## src/rtl/gyro_tilt_integrator_if.sv

```systemverilog
// gyro_tilt_integrator_if -- sample/tilt handshake bundle between the gyro front end and the integrator.
// Rev 1.0
`default_nettype none

interface gyro_tilt_integrator_if #(
  parameter int N_CH  = 3,
  parameter int IN_W  = 16,
  parameter int OUT_W = 16
);
  logic [N_CH*IN_W-1:0]  rate_in;
  logic                  rate_valid;
  logic                  rate_ready;
  logic                  cal_start;
  logic                  zero;
  logic [N_CH*OUT_W-1:0] tilt_out;
  logic                  tilt_valid;
  logic                  cal_done;
  logic [N_CH-1:0]       sat_flag;

  modport master (
    output rate_in, rate_valid, cal_start, zero,
    input  rate_ready, tilt_out, tilt_valid, cal_done, sat_flag
  );

  modport slave (
    input  rate_in, rate_valid, cal_start, zero,
    output rate_ready, tilt_out, tilt_valid, cal_done, sat_flag
  );
endinterface

`default_nettype wire

```

## src/rtl/gyro_tilt_integrator.sv

```systemverilog
// gyro_tilt_integrator -- multi-channel rate-to-tilt integrator with bias calibration and zeroing.
// Rev 1.0. Define GYRO_TILT_SAT_EN for saturating accumulators with sticky sat_flag.
`default_nettype none

module gyro_tilt_integrator #(
  parameter int          N_CH      = 3,
  parameter int          IN_W      = 16,
  parameter int          ACC_W     = 32,
  parameter int          OUT_W     = 16,
  parameter int          OUT_SHIFT = 0,
  parameter int unsigned DT_MUL    = 10,
  parameter int          CAL_LOG2  = 2
) (
  input  logic                    CLK,
  input  logic                    RST,
  gyro_tilt_integrator_if.slave   bus
);

  localparam int BS_W  = IN_W + CAL_LOG2;
  localparam int CNT_W = (CAL_LOG2 > 0) ? CAL_LOG2 : 1;
  localparam logic [CNT_W-1:0]       CAL_LAST = CNT_W'(2**CAL_LOG2 - 1);
  localparam logic signed [ACC_W-1:0] DT_A    = ACC_W'(DT_MUL);

  typedef enum logic [1:0] {
    S_RUN = 2'd0,
    S_CAL = 2'd1,
    S_FIN = 2'd2
  } state_t;

  state_t                  state_q;
  logic                    rate_ready_q;
  logic                    tilt_valid_q;
  logic                    cal_done_q;
  logic [CNT_W-1:0]        cnt_q;
  logic signed [ACC_W-1:0] acc_q    [N_CH];
  logic signed [IN_W-1:0]  bias_q   [N_CH];
  logic signed [BS_W-1:0]  bsum_q   [N_CH];

  logic signed [ACC_W-1:0] acc_d    [N_CH];
  logic signed [BS_W-1:0]  bsum_d   [N_CH];
  logic signed [IN_W-1:0]  bias_d   [N_CH];
  logic                    accept;
  logic [N_CH*OUT_W-1:0]   tilt_w;

`ifdef GYRO_TILT_SAT_EN
  logic [N_CH-1:0]         sat_q;
  logic [N_CH-1:0]         clip_hit;
`endif

  assign accept = bus.rate_valid & rate_ready_q;

  generate
    for (genvar i = 0; i < N_CH; i++) begin : g_ch
      logic signed [IN_W-1:0]  rate;
      logic signed [IN_W:0]    diff;
      logic signed [ACC_W-1:0] prod;

      assign rate = bus.rate_in[i*IN_W +: IN_W];
      // One extra bit so rate-bias cannot overflow before scaling.
      assign diff = {rate[IN_W-1], rate} - {bias_q[i][IN_W-1], bias_q[i]};
      assign prod = ACC_W'(diff) * DT_A;

      assign bsum_d[i] = bsum_q[i] + BS_W'(rate);
      assign bias_d[i] = IN_W'(bsum_q[i] >>> CAL_LOG2);

`ifdef GYRO_TILT_SAT_EN
      logic signed [ACC_W:0] sum;
      assign sum         = {acc_q[i][ACC_W-1], acc_q[i]} + {prod[ACC_W-1], prod};
      // Overflow shows as disagreement between the two top bits of the widened sum.
      assign clip_hit[i] = sum[ACC_W] ^ sum[ACC_W-1];
      assign acc_d[i]    = !clip_hit[i] ? sum[ACC_W-1:0]
                         : (sum[ACC_W] ? {1'b1, {(ACC_W-1){1'b0}}}
                                       : {1'b0, {(ACC_W-1){1'b1}}});
`else
      assign acc_d[i]    = acc_q[i] + prod;
`endif
    end
  endgenerate

  always_comb begin
    tilt_w = '0;
    for (int i = 0; i < N_CH; i++) begin
      tilt_w[i*OUT_W +: OUT_W] = acc_q[i][OUT_SHIFT +: OUT_W];
    end
  end

  always_ff @(posedge CLK) begin
    if (RST) begin
      state_q      <= S_RUN;
      rate_ready_q <= 1'b1;
      tilt_valid_q <= 1'b0;
      cal_done_q   <= 1'b0;
      cnt_q        <= '0;
      for (int i = 0; i < N_CH; i++) begin
        acc_q[i]  <= '0;
        bias_q[i] <= '0;
        bsum_q[i] <= '0;
      end
`ifdef GYRO_TILT_SAT_EN
      sat_q <= '0;
`endif
    end else begin
      tilt_valid_q <= 1'b0;
      cal_done_q   <= 1'b0;
      case (state_q)
        S_RUN: begin
          if (bus.cal_start) begin
            state_q <= S_CAL;
            cnt_q   <= '0;
            for (int i = 0; i < N_CH; i++) bsum_q[i] <= '0;
          end
          // zero and cal_start both swallow a same-cycle sample.
          if (bus.zero) begin
            for (int i = 0; i < N_CH; i++) acc_q[i] <= '0;
          end else if (accept && !bus.cal_start) begin
            for (int i = 0; i < N_CH; i++) acc_q[i] <= acc_d[i];
            tilt_valid_q <= 1'b1;
`ifdef GYRO_TILT_SAT_EN
            sat_q <= sat_q | clip_hit;
`endif
          end
        end

        S_CAL: begin
          if (bus.cal_start) begin
            cnt_q <= '0;
            for (int i = 0; i < N_CH; i++) bsum_q[i] <= '0;
          end else if (accept) begin
            for (int i = 0; i < N_CH; i++) bsum_q[i] <= bsum_d[i];
            if (cnt_q == CAL_LAST) begin
              state_q      <= S_FIN;
              rate_ready_q <= 1'b0;
            end else begin
              cnt_q <= cnt_q + CNT_W'(1);
            end
          end
        end

        S_FIN: begin
          for (int i = 0; i < N_CH; i++) begin
            bias_q[i] <= bias_d[i];
            acc_q[i]  <= '0;
          end
`ifdef GYRO_TILT_SAT_EN
          sat_q <= '0;
`endif
          cal_done_q   <= 1'b1;
          rate_ready_q <= 1'b1;
          state_q      <= S_RUN;
        end

        default: begin
          state_q      <= S_RUN;
          rate_ready_q <= 1'b1;
        end
      endcase
    end
  end

  assign bus.rate_ready = rate_ready_q;
  assign bus.tilt_out   = tilt_w;
  assign bus.tilt_valid = tilt_valid_q;
  assign bus.cal_done   = cal_done_q;
`ifdef GYRO_TILT_SAT_EN
  assign bus.sat_flag   = sat_q;
`else
  assign bus.sat_flag   = '0;
`endif

endmodule

`default_nettype wire

```

## src/flat_wrapper.sv

```systemverilog
// flat-port wrapper written by rule: the top's interface ports become plain ports
module gyro_tilt_integrator_flat 
#(
  parameter int          N_CH      = 3,
  parameter int          IN_W      = 16,
  parameter int          ACC_W     = 32,
  parameter int          OUT_W     = 16,
  parameter int          OUT_SHIFT = 0,
  parameter int unsigned DT_MUL    = 10,
  parameter int          CAL_LOG2  = 2
)
  (CLK, RST, bus_rate_in, bus_rate_valid, bus_cal_start, bus_zero, bus_rate_ready, bus_tilt_out, bus_tilt_valid, bus_cal_done, bus_sat_flag);
  gyro_tilt_integrator_if #(.N_CH(N_CH), .IN_W(IN_W), .OUT_W(OUT_W)) bus_i ();
  input  logic CLK;
  input  logic RST;
  input wire logic [$bits(bus_i.rate_in)-1:0] bus_rate_in;
  input wire logic [$bits(bus_i.rate_valid)-1:0] bus_rate_valid;
  input wire logic [$bits(bus_i.cal_start)-1:0] bus_cal_start;
  input wire logic [$bits(bus_i.zero)-1:0] bus_zero;
  output wire logic [$bits(bus_i.rate_ready)-1:0] bus_rate_ready;
  output wire logic [$bits(bus_i.tilt_out)-1:0] bus_tilt_out;
  output wire logic [$bits(bus_i.tilt_valid)-1:0] bus_tilt_valid;
  output wire logic [$bits(bus_i.cal_done)-1:0] bus_cal_done;
  output wire logic [$bits(bus_i.sat_flag)-1:0] bus_sat_flag;
  assign bus_i.rate_in = bus_rate_in;
  assign bus_i.rate_valid = bus_rate_valid;
  assign bus_i.cal_start = bus_cal_start;
  assign bus_i.zero = bus_zero;
  assign bus_rate_ready = bus_i.rate_ready;
  assign bus_tilt_out = bus_i.tilt_out;
  assign bus_tilt_valid = bus_i.tilt_valid;
  assign bus_cal_done = bus_i.cal_done;
  assign bus_sat_flag = bus_i.sat_flag;
  gyro_tilt_integrator #(.N_CH(N_CH), .IN_W(IN_W), .ACC_W(ACC_W), .OUT_W(OUT_W), .OUT_SHIFT(OUT_SHIFT), .DT_MUL(DT_MUL), .CAL_LOG2(CAL_LOG2)) u_core (.CLK(CLK), .RST(RST), .bus(bus_i));
endmodule
```

## config.mk

```make
export PLATFORM = sky130hd
export DESIGN_NAME = gyro_tilt_integrator_flat
export DESIGN_NICKNAME = d
export VERILOG_FILES = /design/src/rtl/gyro_tilt_integrator_if.sv /design/src/rtl/gyro_tilt_integrator.sv /design/src/flat_wrapper.sv
export SDC_FILE = /design/constraint.sdc
export NUM_CORES = 1
export LEC_CHECK = 0
export CAP_MARGIN = 20
export CORE_AREA = 2 2 324 166
export CTS_CLUSTER_SIZE = 8
export DETAILED_ROUTE_END_ITERATION = 16
export DIE_AREA = 0 0 326 168
export GPL_ROUTABILITY_DRIVEN = 1
export PLACE_DENSITY = 0.51
export REMOVE_ABC_BUFFERS = 1
export SKIP_CTS_REPAIR_TIMING = 1
export SLEW_MARGIN = 0
export SYNTH_ARGS = -nofsm -noshare
export SYNTH_HDL_FRONTEND = slang
export SYNTH_SLANG_ARGS = --single-unit
export TNS_END_PERCENT = 5
```

## constraint.sdc

```tcl
create_clock -name CLK -period 7.2 [get_ports CLK]
set_clock_uncertainty 0.1 [all_clocks]
set_input_delay 0.72 -clock CLK [delete_from_list [all_inputs] [get_ports CLK]]
set_output_delay 0.72 -clock CLK [all_outputs]
set_load 0.05 [all_outputs]
```

==> impl_metrics.toml <==
[synth]
ys_warn_count = 0
syn_area_um2 = 13330
synth_fa_ha_area_frac = 0.1907
ys_ff_latch = 148
seq_area_frac_synth = 0.3281
yosys.area_share.simple = 0.1617
synth_xor_area_frac = 0.08870
synth_top_family_by_area = "adder cells"
synth-async-reset-ratio = 0
synth-compound-area-share = 0.1787
synth_edf_count = 141
ys_types = 74
synthMuxAreaShare = 0.006383
synth_flop_cell = "edfxtp_1"
syn_inst = 1438
avgSynthCellArea_um2 = 9.270

[critical_path]
crit_buf_inv = 2
critPathMostFrequentCell = "ha_1"
cp.arrival_ns = 6.21
cp_num_cells = 25
crit_fanout = 6
crit_path_start_kind = "input pin"
max_stage_delay_ns = 0.54
worstSetupPathType = "in -> reg"
slowest_stage = "or4_1"
end_kind = "flop"
critPathTopFamily = "compound AO/OA/AOI/OAI gates"
reg2regPathDepth = 25
critical_path_required_ns = 7.28

[finish]
finish.instance_area_um2 = 15780
mostFrequentLayoutCell = "ha_1"
multi_input_area_um2 = 8398
area_growth_pct = 18.34
diodes = 0
fillers = 5408
layout-drive-gt1-share = 0.03804
ff_latch_area_um2 = 4374
layout_common_cells = "ha_1, nor2_1, edfxtp_1"
finalNetCount = 1788

[min_path]
hold_depth = 2
holdCritPathClass = "reg -> reg"

[place]
post_dp_cell_area_um2 = 15180
place_congestion = 0.8185
portBuffers = 100
pre_cts_ws_ns = 0.5660
hpwl_um = 26560

[timing]
worst_slack_ns = 1.061
rsz0062_at_grt = "false"
period_share = 0.8526
fmax_ghz = 0.1629
tns_ns = 0
setup_viol = 0
max_slew_margin = 0.4280
fin_crit_ns = 6.139
slew_violations = 0
hold_viol_final = 0
worst_pin_slew_ns = 0.8549

[route]
drt-total-wl_um = 33410
wl_per_cell_um = 14.76
antenna_left = 0
drtPass1Iterations = 5
drt_iter0_drc = 650
drc = 0
via_per_inst = 4.554
vias = 10310

[floorplanning]
num_io_pins = 107
core_region_area_um2 = 52480
rows = 60
die_x_um = 326
die_area_um2 = 54770
initial_core_util = 0.2540
die_h_um = 168

[global_route]
grt_max_degree = 50
grt_antenna_before_repair = 0
grt_pass1_vias = 9576
track_usage = 0.1216
gr-total-overflow = 0
grt_pass1_wl_um = 52790

[clock_tree]
cts_htree_levels = 4
clock_latency_ns = 0.45
cts_root_buffer = "clkbuf_16"
clkTransAtPathRegs_ns = 0.07
cts_buffers = 17
cts_tree = "yes"
max-clock-path-buffers = 2
cts_num_sinks = 148

[outcome]
status = "complete, no violations"

[power]
power.total_w = 0.004181
worst_ir_drop_vdd_mv = 0.1157
p_int_w = 0.002492
pwr-share-seq = 0.247
p_leak_nw = 6.622
clkPwrFrac = 0.223
p_sw_w = 0.001689
p_comb_frac = 0.530
powerDensity_nw_per_um2 = 265.1
swShare = 0.4040

[job]
drv_cap = 0
## power groups by stage
stage | logic (W) | clock network, W | registers (W)
final | 0.00221 | 0.000934 | 0.00103
after global routing | 0.00249 | 0.000996 | 0.00104
after CTS | 0.00221 | 0.000965 | 0.00103
after detailed placement | 0.00220 | 0 | 0.00105
after global placement | 0.00216 | 0 | 0.00105
after floorplan | 0.00165 | 0 | 0.00113
## kinds of logic (layout without fill, tap and decap cells)
logic type               Yosys count  in the layout
buffers and inverters            153            261
multiplexers                       8              8
flip-flops                       148            148
XOR/XNOR                         135            135
AO/OA/AOI/OAI                    366            366
adder cells (fa/ha/maj)          196            196
other                              1              6
AND/OR/NAND/NOR                  431            431
## worst paths after layout
check	startpoint	to	slack, ns
worst min-delay path	u_core.cnt_q[1]	u_core.cnt_q[1]	0.39
worst max-delay path	bus_rate_in[1]	u_core.acc_q[0][15]	1.06
worst max register to register	u_core.bias_q[0][1]	u_core.acc_q[0][15]	1.44
worst min register to register	u_core.cnt_q[1]	u_core.cnt_q[1]	0.39
## synthesized netlist by cell type (9+ instances only)
cell      instances  area (um2)
xor2_1           48       420.4
nand2_1          57       214.0
o21bai_1         15       112.6
nor3_1           44       220.2
o21ai_0          70       350.3
edfxtp_1        141        4234
o21a_1           27       202.7
and3_1           22       137.6
a21oi_1          97       485.5
nand3_1          18       90.09
a211o_1           9       78.83
nand2b_1         19       118.9
a21o_1           31       232.7
clkbuf_1         22       82.58
xnor2_1          87       762.0
a211oi_1         28       210.2
ha_1            184        2302
or3_1             9       56.30
and2_1           58       362.9
a31oi_1          14       87.58
nor3b_1           9       67.56
inv_1           121       454.2
nor2b_1          26       162.7
nor2_1          145       544.3
fa_1             12       240.2
## through the flow
| step | instances | hold slack, ns | utilization |
|---|---|---|---|
| finish | 2264 | 0.3903 | 0.3006 |
| global route | 2264 | 0.4369 | 0.3006 |
| CTS | 2263 | 0.3922 | 0.3004 |
| detailed placement | 2232 | 0.3801 | 0.2893 |
| global placement | 2232 | 0.3663 | 0.2893 |
| floorplan | 1411 | 0.3472 | - |
## worst min-delay path, delay by kind of cell (launching register included)
family	cells	cell delay, ns
AOI/OAI and AO/OA	2	0.13
DFF	1	0.31
## state kept, by name (all words and copies together), names as in the netlist
name,flops
u_core.bus.cal_done,1
u_core.bsum_q,51
u_core.cnt_q,2
u_core.acc_q,45
u_core.bus.tilt_valid,1
u_core.bus.rate_ready,1
u_core.state_q,2
u_core.bias_q,45
## layout make-up
cell class                      count  area share
Multi-Input combinational cell   1142      0.5324
Sequential cell                   148      0.2773
Timing Repair Buffer              109     0.06805
Tap cell                          713     0.05655
Inverter                          121     0.02879
Clock buffer                       19     0.02871
Clock inverter                     12    0.008249
## layer usage
| layer | vias up | global-route usage | part of all wire |
|---|---|---|---|
| met5 | - | 0 | 0 |
| met4 | 0 | 0.02364 | 0.010 |
| met3 | 21 | 0.02463 | 0.032 |
| met2 | 131 | 0.1743 | 0.40 |
| met1 | 4773 | 0.1859 | 0.55 |
| li1 | 5386 | - | - |
No activity file was read; power rests on OpenSTA's default activity.
